File: src/rtl/mcd_pkg.sv
// Shared definitions for the multi-channel counter display: glyph encoding,
// channel mode constants and the clock-cycle derivations for timing parameters.
package mcd_pkg;

    localparam bit MODE_HEX = 1'b0;
    localparam bit MODE_DEC = 1'b1;

    function automatic int calc_digit_cyc(input int clk_per, input int refr_rate);
        longint cyc;
        cyc = 64'sd1_000_000_000 / (longint'(clk_per) * longint'(refr_rate));
        return (cyc < 64'sd1) ? 32'sd1 : int'(cyc);
    endfunction

    function automatic int calc_dwell_cyc(input int dwell_us, input int clk_per);
        longint cyc;
        cyc = (longint'(dwell_us) * 64'sd1000) / longint'(clk_per);
        return (cyc < 64'sd1) ? 32'sd1 : int'(cyc);
    endfunction

    // Active-low cathodes, [6:0] = {g,f,e,d,c,b,a}, [7] = decimal point
    function automatic logic [7:0] seg_encode(input logic [3:0] nibble, input logic dp);
        logic [6:0] seg;
        case (nibble)
            4'h0:    seg = 7'h40;
            4'h1:    seg = 7'h79;
            4'h2:    seg = 7'h24;
            4'h3:    seg = 7'h30;
            4'h4:    seg = 7'h19;
            4'h5:    seg = 7'h12;
            4'h6:    seg = 7'h02;
            4'h7:    seg = 7'h78;
            4'h8:    seg = 7'h00;
            4'h9:    seg = 7'h10;
            4'hA:    seg = 7'h08;
            4'hB:    seg = 7'h03;
            4'hC:    seg = 7'h46;
            4'hD:    seg = 7'h21;
            4'hE:    seg = 7'h06;
            4'hF:    seg = 7'h0E;
            default: seg = 7'h7F;
        endcase
        return {~dp, seg};
    endfunction

endpackage

File: src/rtl/mcd_channel.sv
// One press counter channel: ND nibbles counting in HEX or BCD, with a
// one-cycle wrap pulse when the whole value rolls over.
module mcd_channel
    import mcd_pkg::*;
#(
    parameter int ND     = 3,
    parameter bit IS_DEC = MODE_HEX
) (
    input  logic          clk,
    input  logic          rst_n,
    input  logic          en,
    input  logic          inc,
    input  logic          dec,
    input  logic          clr,
    output logic [4*ND-1:0] digits,
    output logic          wrap
);

    localparam logic [3:0] LIM = IS_DEC ? 4'd9 : 4'd15;

    logic [4*ND-1:0] digits_r;
    logic [4*ND-1:0] next_s;
    logic            carry_s;
    logic [3:0]      nib_s;
    logic            wrap_r;

    // Digit-wise ripple increment/decrement; carry out of the top digit is a wrap
    always_comb begin
        next_s  = digits_r;
        carry_s = 1'b1;
        nib_s   = 4'd0;
        for (int i = 0; i < ND; i++) begin
            nib_s = digits_r[4*i +: 4];
            if (carry_s && inc) begin
                if (nib_s == LIM) begin
                    next_s[4*i +: 4] = 4'd0;
                end else begin
                    next_s[4*i +: 4] = nib_s + 4'd1;
                    carry_s          = 1'b0;
                end
            end else if (carry_s) begin
                if (nib_s == 4'd0) begin
                    next_s[4*i +: 4] = LIM;
                end else begin
                    next_s[4*i +: 4] = nib_s - 4'd1;
                    carry_s          = 1'b0;
                end
            end else begin
                next_s[4*i +: 4] = nib_s;
            end
        end
    end

    // Counter state: clear wins, opposing inc/dec cancel out
    always_ff @(posedge clk or negedge rst_n) begin
        if (!rst_n) begin
            digits_r <= '0;
            wrap_r   <= 1'b0;
        end else if (en && clr) begin
            digits_r <= '0;
            wrap_r   <= 1'b0;
        end else if (en && (inc ^ dec)) begin
            digits_r <= next_s;
            wrap_r   <= carry_s;
        end else begin
            wrap_r   <= 1'b0;
        end
    end

    assign digits = digits_r;
    assign wrap   = wrap_r;

endmodule

File: src/rtl/multi_counter_display.sv
// Bank of press counters sharing one multiplexed seven-segment display, with
// manual or timed channel selection.
module multi_counter_display
    import mcd_pkg::*;
#(
    parameter int NUM_COUNTERS = 4,
    parameter int NUM_SEGMENTS = 4,
    parameter logic [NUM_COUNTERS-1:0] MODE_MASK = 4'b1010,
    parameter int CLK_PER      = 10,
    parameter int REFR_RATE    = 1000,
    parameter int DWELL_US     = 1_000_000,
    localparam int CH_W        = (NUM_COUNTERS > 1) ? $clog2(NUM_COUNTERS) : 1,
    localparam int ND          = NUM_SEGMENTS - 1
) (
    input  logic                    clk,
    input  logic                    CPU_RESETN,
    input  logic                    btn_inc,
    input  logic                    btn_dec,
    input  logic                    btn_clr,
    input  logic                    btn_sel,
    input  logic                    auto_scan,
    output logic [CH_W-1:0]         sel_ch,
    output logic [4*ND-1:0]         value_sel,
    output logic [NUM_COUNTERS-1:0] wrap,
    output logic [NUM_SEGMENTS-1:0] anode,
    output logic [7:0]              cathode
);

    localparam int DIGIT_CYC = calc_digit_cyc(CLK_PER, REFR_RATE);
    localparam int DWELL_CYC = calc_dwell_cyc(DWELL_US, CLK_PER);
    localparam int TW  = (DIGIT_CYC > 1) ? $clog2(DIGIT_CYC) : 1;
    localparam int DWW = (DWELL_CYC > 1) ? $clog2(DWELL_CYC) : 1;
    localparam int DW  = $clog2(NUM_SEGMENTS);

    logic [CH_W-1:0] sel_r;
    logic [CH_W-1:0] sel_next_s;
    logic [DWW-1:0]  dwell_r;
    logic [4*ND-1:0] ch_digits_s [NUM_COUNTERS];
    logic [DW-1:0]   dig_r;
    logic [TW-1:0]   tmr_r;
    logic [3:0]      cur_nib_s;
    logic            cur_dp_s;
    logic [NUM_SEGMENTS-1:0] anode_r;
    logic [7:0]      cathode_r;

    assign sel_next_s = (sel_r == CH_W'(NUM_COUNTERS - 1)) ? '0 : sel_r + CH_W'(1);

    // Channel selection: manual step restarts the dwell, auto-scan steps on expiry
    always_ff @(posedge clk or negedge CPU_RESETN) begin
        if (!CPU_RESETN) begin
            sel_r   <= '0;
            dwell_r <= '0;
        end else if (btn_sel) begin
            sel_r   <= sel_next_s;
            dwell_r <= '0;
        end else if (!auto_scan) begin
            dwell_r <= '0;
        end else if (dwell_r == DWW'(DWELL_CYC - 1)) begin
            sel_r   <= sel_next_s;
            dwell_r <= '0;
        end else begin
            dwell_r <= dwell_r + DWW'(1);
        end
    end

    for (genvar g = 0; g < NUM_COUNTERS; g++) begin : g_ch
        mcd_channel #(
            .ND     (ND),
            .IS_DEC (MODE_MASK[g])
        ) u_ch (
            .clk    (clk),
            .rst_n  (CPU_RESETN),
            .en     (sel_r == CH_W'(g)),
            .inc    (btn_inc),
            .dec    (btn_dec),
            .clr    (btn_clr),
            .digits (ch_digits_s[g]),
            .wrap   (wrap[g])
        );
    end

    assign sel_ch    = sel_r;
    assign value_sel = ch_digits_s[sel_r];

    // Leftmost digit shows the channel index with DP lit; others show the value
    always_comb begin
        cur_nib_s = 4'(sel_r);
        cur_dp_s  = 1'b1;
        for (int i = 0; i < ND; i++) begin
            if (dig_r == DW'(i)) begin
                cur_nib_s = value_sel[4*i +: 4];
                cur_dp_s  = 1'b0;
            end else begin
                cur_nib_s = cur_nib_s;
                cur_dp_s  = cur_dp_s;
            end
        end
    end

    // Display scanner: registered anode/cathode, digit advances every DIGIT_CYC
    always_ff @(posedge clk or negedge CPU_RESETN) begin
        if (!CPU_RESETN) begin
            dig_r     <= '0;
            tmr_r     <= '0;
            anode_r   <= '1;
            cathode_r <= 8'hFF;
        end else begin
            anode_r   <= ~(NUM_SEGMENTS'(1) << dig_r);
            cathode_r <= seg_encode(cur_nib_s, cur_dp_s);
            if (tmr_r == TW'(DIGIT_CYC - 1)) begin
                tmr_r <= '0;
                dig_r <= (dig_r == DW'(NUM_SEGMENTS - 1)) ? '0 : dig_r + DW'(1);
            end else begin
                tmr_r <= tmr_r + TW'(1);
            end
        end
    end

    assign anode   = anode_r;
    assign cathode = cathode_r;

endmodule

File: config.mk
export PLATFORM = sky130hd
export DESIGN_NAME = multi_counter_display
export DESIGN_NICKNAME = d
export VERILOG_FILES = /design/src/rtl/mcd_pkg.sv /design/src/rtl/mcd_channel.sv /design/src/rtl/multi_counter_display.sv
export SDC_FILE = /design/constraint.sdc
export NUM_CORES = 1
export LEC_CHECK = 0
export ABC_AREA = 1
export CORE_AREA = 5 5 150 124
export DETAILED_ROUTE_END_ITERATION = 12
export DIE_AREA = 0 0 155 129
export PLACE_DENSITY = 0.67
export SYNTH_ARGS = -nofsm -noshare
export SYNTH_HDL_FRONTEND = slang
export SYNTH_HIERARCHICAL = 1
export SYNTH_SLANG_ARGS = --single-unit
File: constraint.sdc
create_clock -name clk -period 2.8 [get_ports clk]
set_clock_uncertainty 0.2 [all_clocks]
set_input_delay 0.42 -clock clk [delete_from_list [all_inputs] [get_ports clk]]
set_output_delay 0.42 -clock clk [all_outputs]
set_load 0.02 [all_outputs]
==> summary.md <==
| Metric | Value |
|---|---|
| Synthesized flop and latch total | 112 |
| Critical Path RT | 2180 ps |
| H-tree Lvls | 3 |
| GRT Total Usage | 20.7% |
| Area Overhead vs Synth | 11.0% |
| First DRT Iteration DRCs | approximately 640 |
| Layout cells sized above 1 | 10.3% |
| Int Pwr | 4.36 mW |
| Clock-pin slew on the worst setup and hold paths | 70 ps |
| DIE WIDTH | 155 um |
| Placer congestion estimate | 0.924 |
| Via count | 7555 |
| Vias in the first global route | around 6700 |
| Pleak | between 4 and 5 nW |
| CP Class | reg2out |
| Synth warnings | 13 |
| Max Buffers Root-to-Sink | 2 |
| Fin crit period | 2660 ps |
| CTS Sinks | between 100 and 150 |
| Antenna-violating nets left | 0 |
| CTS Buf Count | 9 |
| Routed vias/inst | 5.29 |
| Dpl cells | 1411 |
| PortBufs | 36 |
| Largest net degree at the start of global routing | 47 |
| Post-route clock period utilization | a little over nine tenths |
| WP data arrival | 2040 ps |
| Root Driver | clkbuf_16 |
| Async S/R FF share, synth | 100% |
| Drt wl/cell | 14.2 um |
| Die height | 129 um |
| DRC | 0 |
| Initial antenna violation count | 0 |
| Core area | 16900 um^2 |
| Setup tns final | 0 ps |
| Switching part of the total power | 47.7% |
| Final slew viol count | 0 |
| Crit path max fanout | 13 |
| Gr ovfl total | 0 |
| TritonCTS clock tree | done |
| Relative slew margins | approximately three fifths |
| Achievable Freq | ~380 MHz |
| Status | finished, final reports clean |
| Initial cell density of the core | 48.8% |
| N_diodes | 0 |
| Register area share after synthesis | 34.1% |
| DRT Wirelength | 20.2 mm |
| Hold Path Class | reg2reg |
| Part of the power in the clock network | between 10% and 20% |
| RSZ-0062 raised after global routing | no |
| Main flop type after synthesis | dfrtp_1 |
| VDD IR-drop max | 0.409 mV |
| Mapped Area | 8270 um^2 |
| Final Hold Vio Count | 0 |
| Switch Pwr | approximately 4 mW |
| Worst-Margin Slew | ~630 ps |
| Postcts setup bufs | 0 |
| Post-Syn Area per Cell | around 7 um^2 |
| Post-synth EDFFs | 0 |
| Pre-antenna DRT Iters | 5 |
| Final non-filler cell total | 1428 |
| Synth Net Count | 1201 |
| Cells after Synth | 1156 |
| CP startpoint kind | flop |
| Max cap viols | 0 |
| Final setup viols | 0 |
| Flop pwr share | 31.5% |
| NumNets Final | ~1200 |
| Clk Latency, worst-skew pair | 350 ps |
| Yosys cell types | 47 |
| Hold WS | about 260 ps |
| First-pass GRT wire length | 33.7 mm |
| Post-DP HPWL | ~16 mm |
| DIE AREA | 20000 um^2 |
| Row count | 43 |
| Pwr dens | 907 nW/um^2 |
| IO Pins | 37 |
| Part of the power in combinational logic | 53.2% |
| CP endpoint kind | output port |
[critical path, stage by stage, from the launching register on]
cell	delay [ps]
dfrtp_2	490
inv_2	210
o21ai_0	120
o22ai_1	210
clkdlybuf4s50_1	650
[cell type report]
| type | count | area (um^2) |
|---|---|---|
| clock buffers | 11 | 233 |
| clock inverters | 5 | 50.0 |
| fillers | 1662 | 7770 |
| inverters | 158 | 601 |
| multi-input cells | 868 | 4710 |
| flip-flops and latches | 112 | 2820 |
| well taps | 225 | 282 |
| repair buffers | 49 | 483 |
[sequential cells by signal, indices dropped and copies added (netlist names)]
name and flops:
g_ch.u_ch/digits 48, sel_ch 2, anode 4, dwell_r 27, tmr_r 17, cathode 8
g_ch.u_ch/wrap 4, dig_r 2
[power groups by stage]
stage          Combinational (mW)  Clock (mW)  Sequential, mW
2_1_floorplan                3.29           0            2.46
3_3_place_gp                 4.33           0            2.63
3_5_place_dp                 4.37           0            2.64
4_1_cts                      4.40        1.32            2.61
5_1_grt                      4.99        1.39            2.69
6_report                     4.43        1.28            2.62
[synth_stat cells (12+ instances only)]
library cell	instances	share of area [%]
dfrtp_1	100	30
nor3_1	22	1.3
nor2_1	117	5.3
a21oi_1	26	1.6
xor2_1	26	2.8
o21ai_0	63	3.8
inv_1	144	6.5
nor2_4	15	2.0
nand3_1	129	7.8
nand2_1	290	13
ha_1	38	5.7
nand4_1	25	1.9
dfstp_2	12	3.8
nand2_2	18	1.4
[routing by layer]
metal | track usage [%] | share of wire, % | up-vias
li1 | - | - | 3828
met1 | 31.9 | 51 | 3488
met2 | 30.7 | 43 | 224
met3 | 3.33 | 5.2 | 15
met4 | 3.89 | 0.78 | 0
met5 | 0 | 0 | -
[kinds of logic (layout without fill, tap and decap cells)]
family,Yosys count,in the layout,synth area share [%]
flops,112,112,34.1
compound gates,125,125,8.34
fa+ha+maj,38,38,5.75
buf+inv,176,223,8.96
xor+xnor,37,37,3.92
simple gates,668,668,39.0
[layout by cell type (no fill, tap or decap), types with 3 or more instances in the layout]
cell,netlist,layout
nand4_1,25,25
nor4_1,5,5
nor2_2,3,3
inv_1,144,144
clkinv_2,2,6
nor2_4,15,15
o211ai_1,10,10
nand2_4,7,7
xnor2_1,11,11
a21oi_1,26,26
nand2_1,290,290
o21ai_0,63,63
xor2_1,26,26
dfstp_2,12,12
or2_2,4,4
nand3b_1,3,3
dfrtp_1,100,98
clkbuf_16,0,9
nor3_1,22,22
nand3_1,129,129
buf_4,6,11
o22ai_1,11,11
nand2_2,18,18
nand3_4,4,4
o21ai_1,7,7
and2_1,5,5
nor2_1,117,117
nand4_2,5,5
inv_2,11,11
ha_1,38,38
nand3_2,6,6
clkdlybuf4s50_1,0,35
[what timing repair did]
action,in CTS,in global routing
endpoints found under the hold margin,31,0
hold buffers,1,0
resized for setup,0,2
endpoints found under the setup margin,0,11
[metrics by stage]
stage                     util (%)  power (mW)  setup slack, ps  area, um^2
after floorplan                  -        5.74              348        8270
after global placement        52.4        6.96              458        8880
after detailed placement      52.4        7.01              425        8880
after CTS                     54.1        8.33             27.0        9180
after global routing          54.2        9.07             58.0        9180
final                         54.2        8.33              141        9180
[final timing paths]
path	startpoint	endpoint	slack (ps)	cells after the start
worst min register to register	tmr_r[0]	tmr_r[0]	260	1
max in group asynchronous	CPU_RESETN	dwell_r[12]	1320	3
worst max-delay path	sel_ch[1]	value_sel[9]	140	4
min in group asynchronous	CPU_RESETN	tmr_r[14]	430	2
worst max register to register	dig_r[0]	cathode[0]	390	13
worst min-delay path	tmr_r[0]	tmr_r[0]	260	1
No activity file was read; power rests on OpenSTA's default activity.
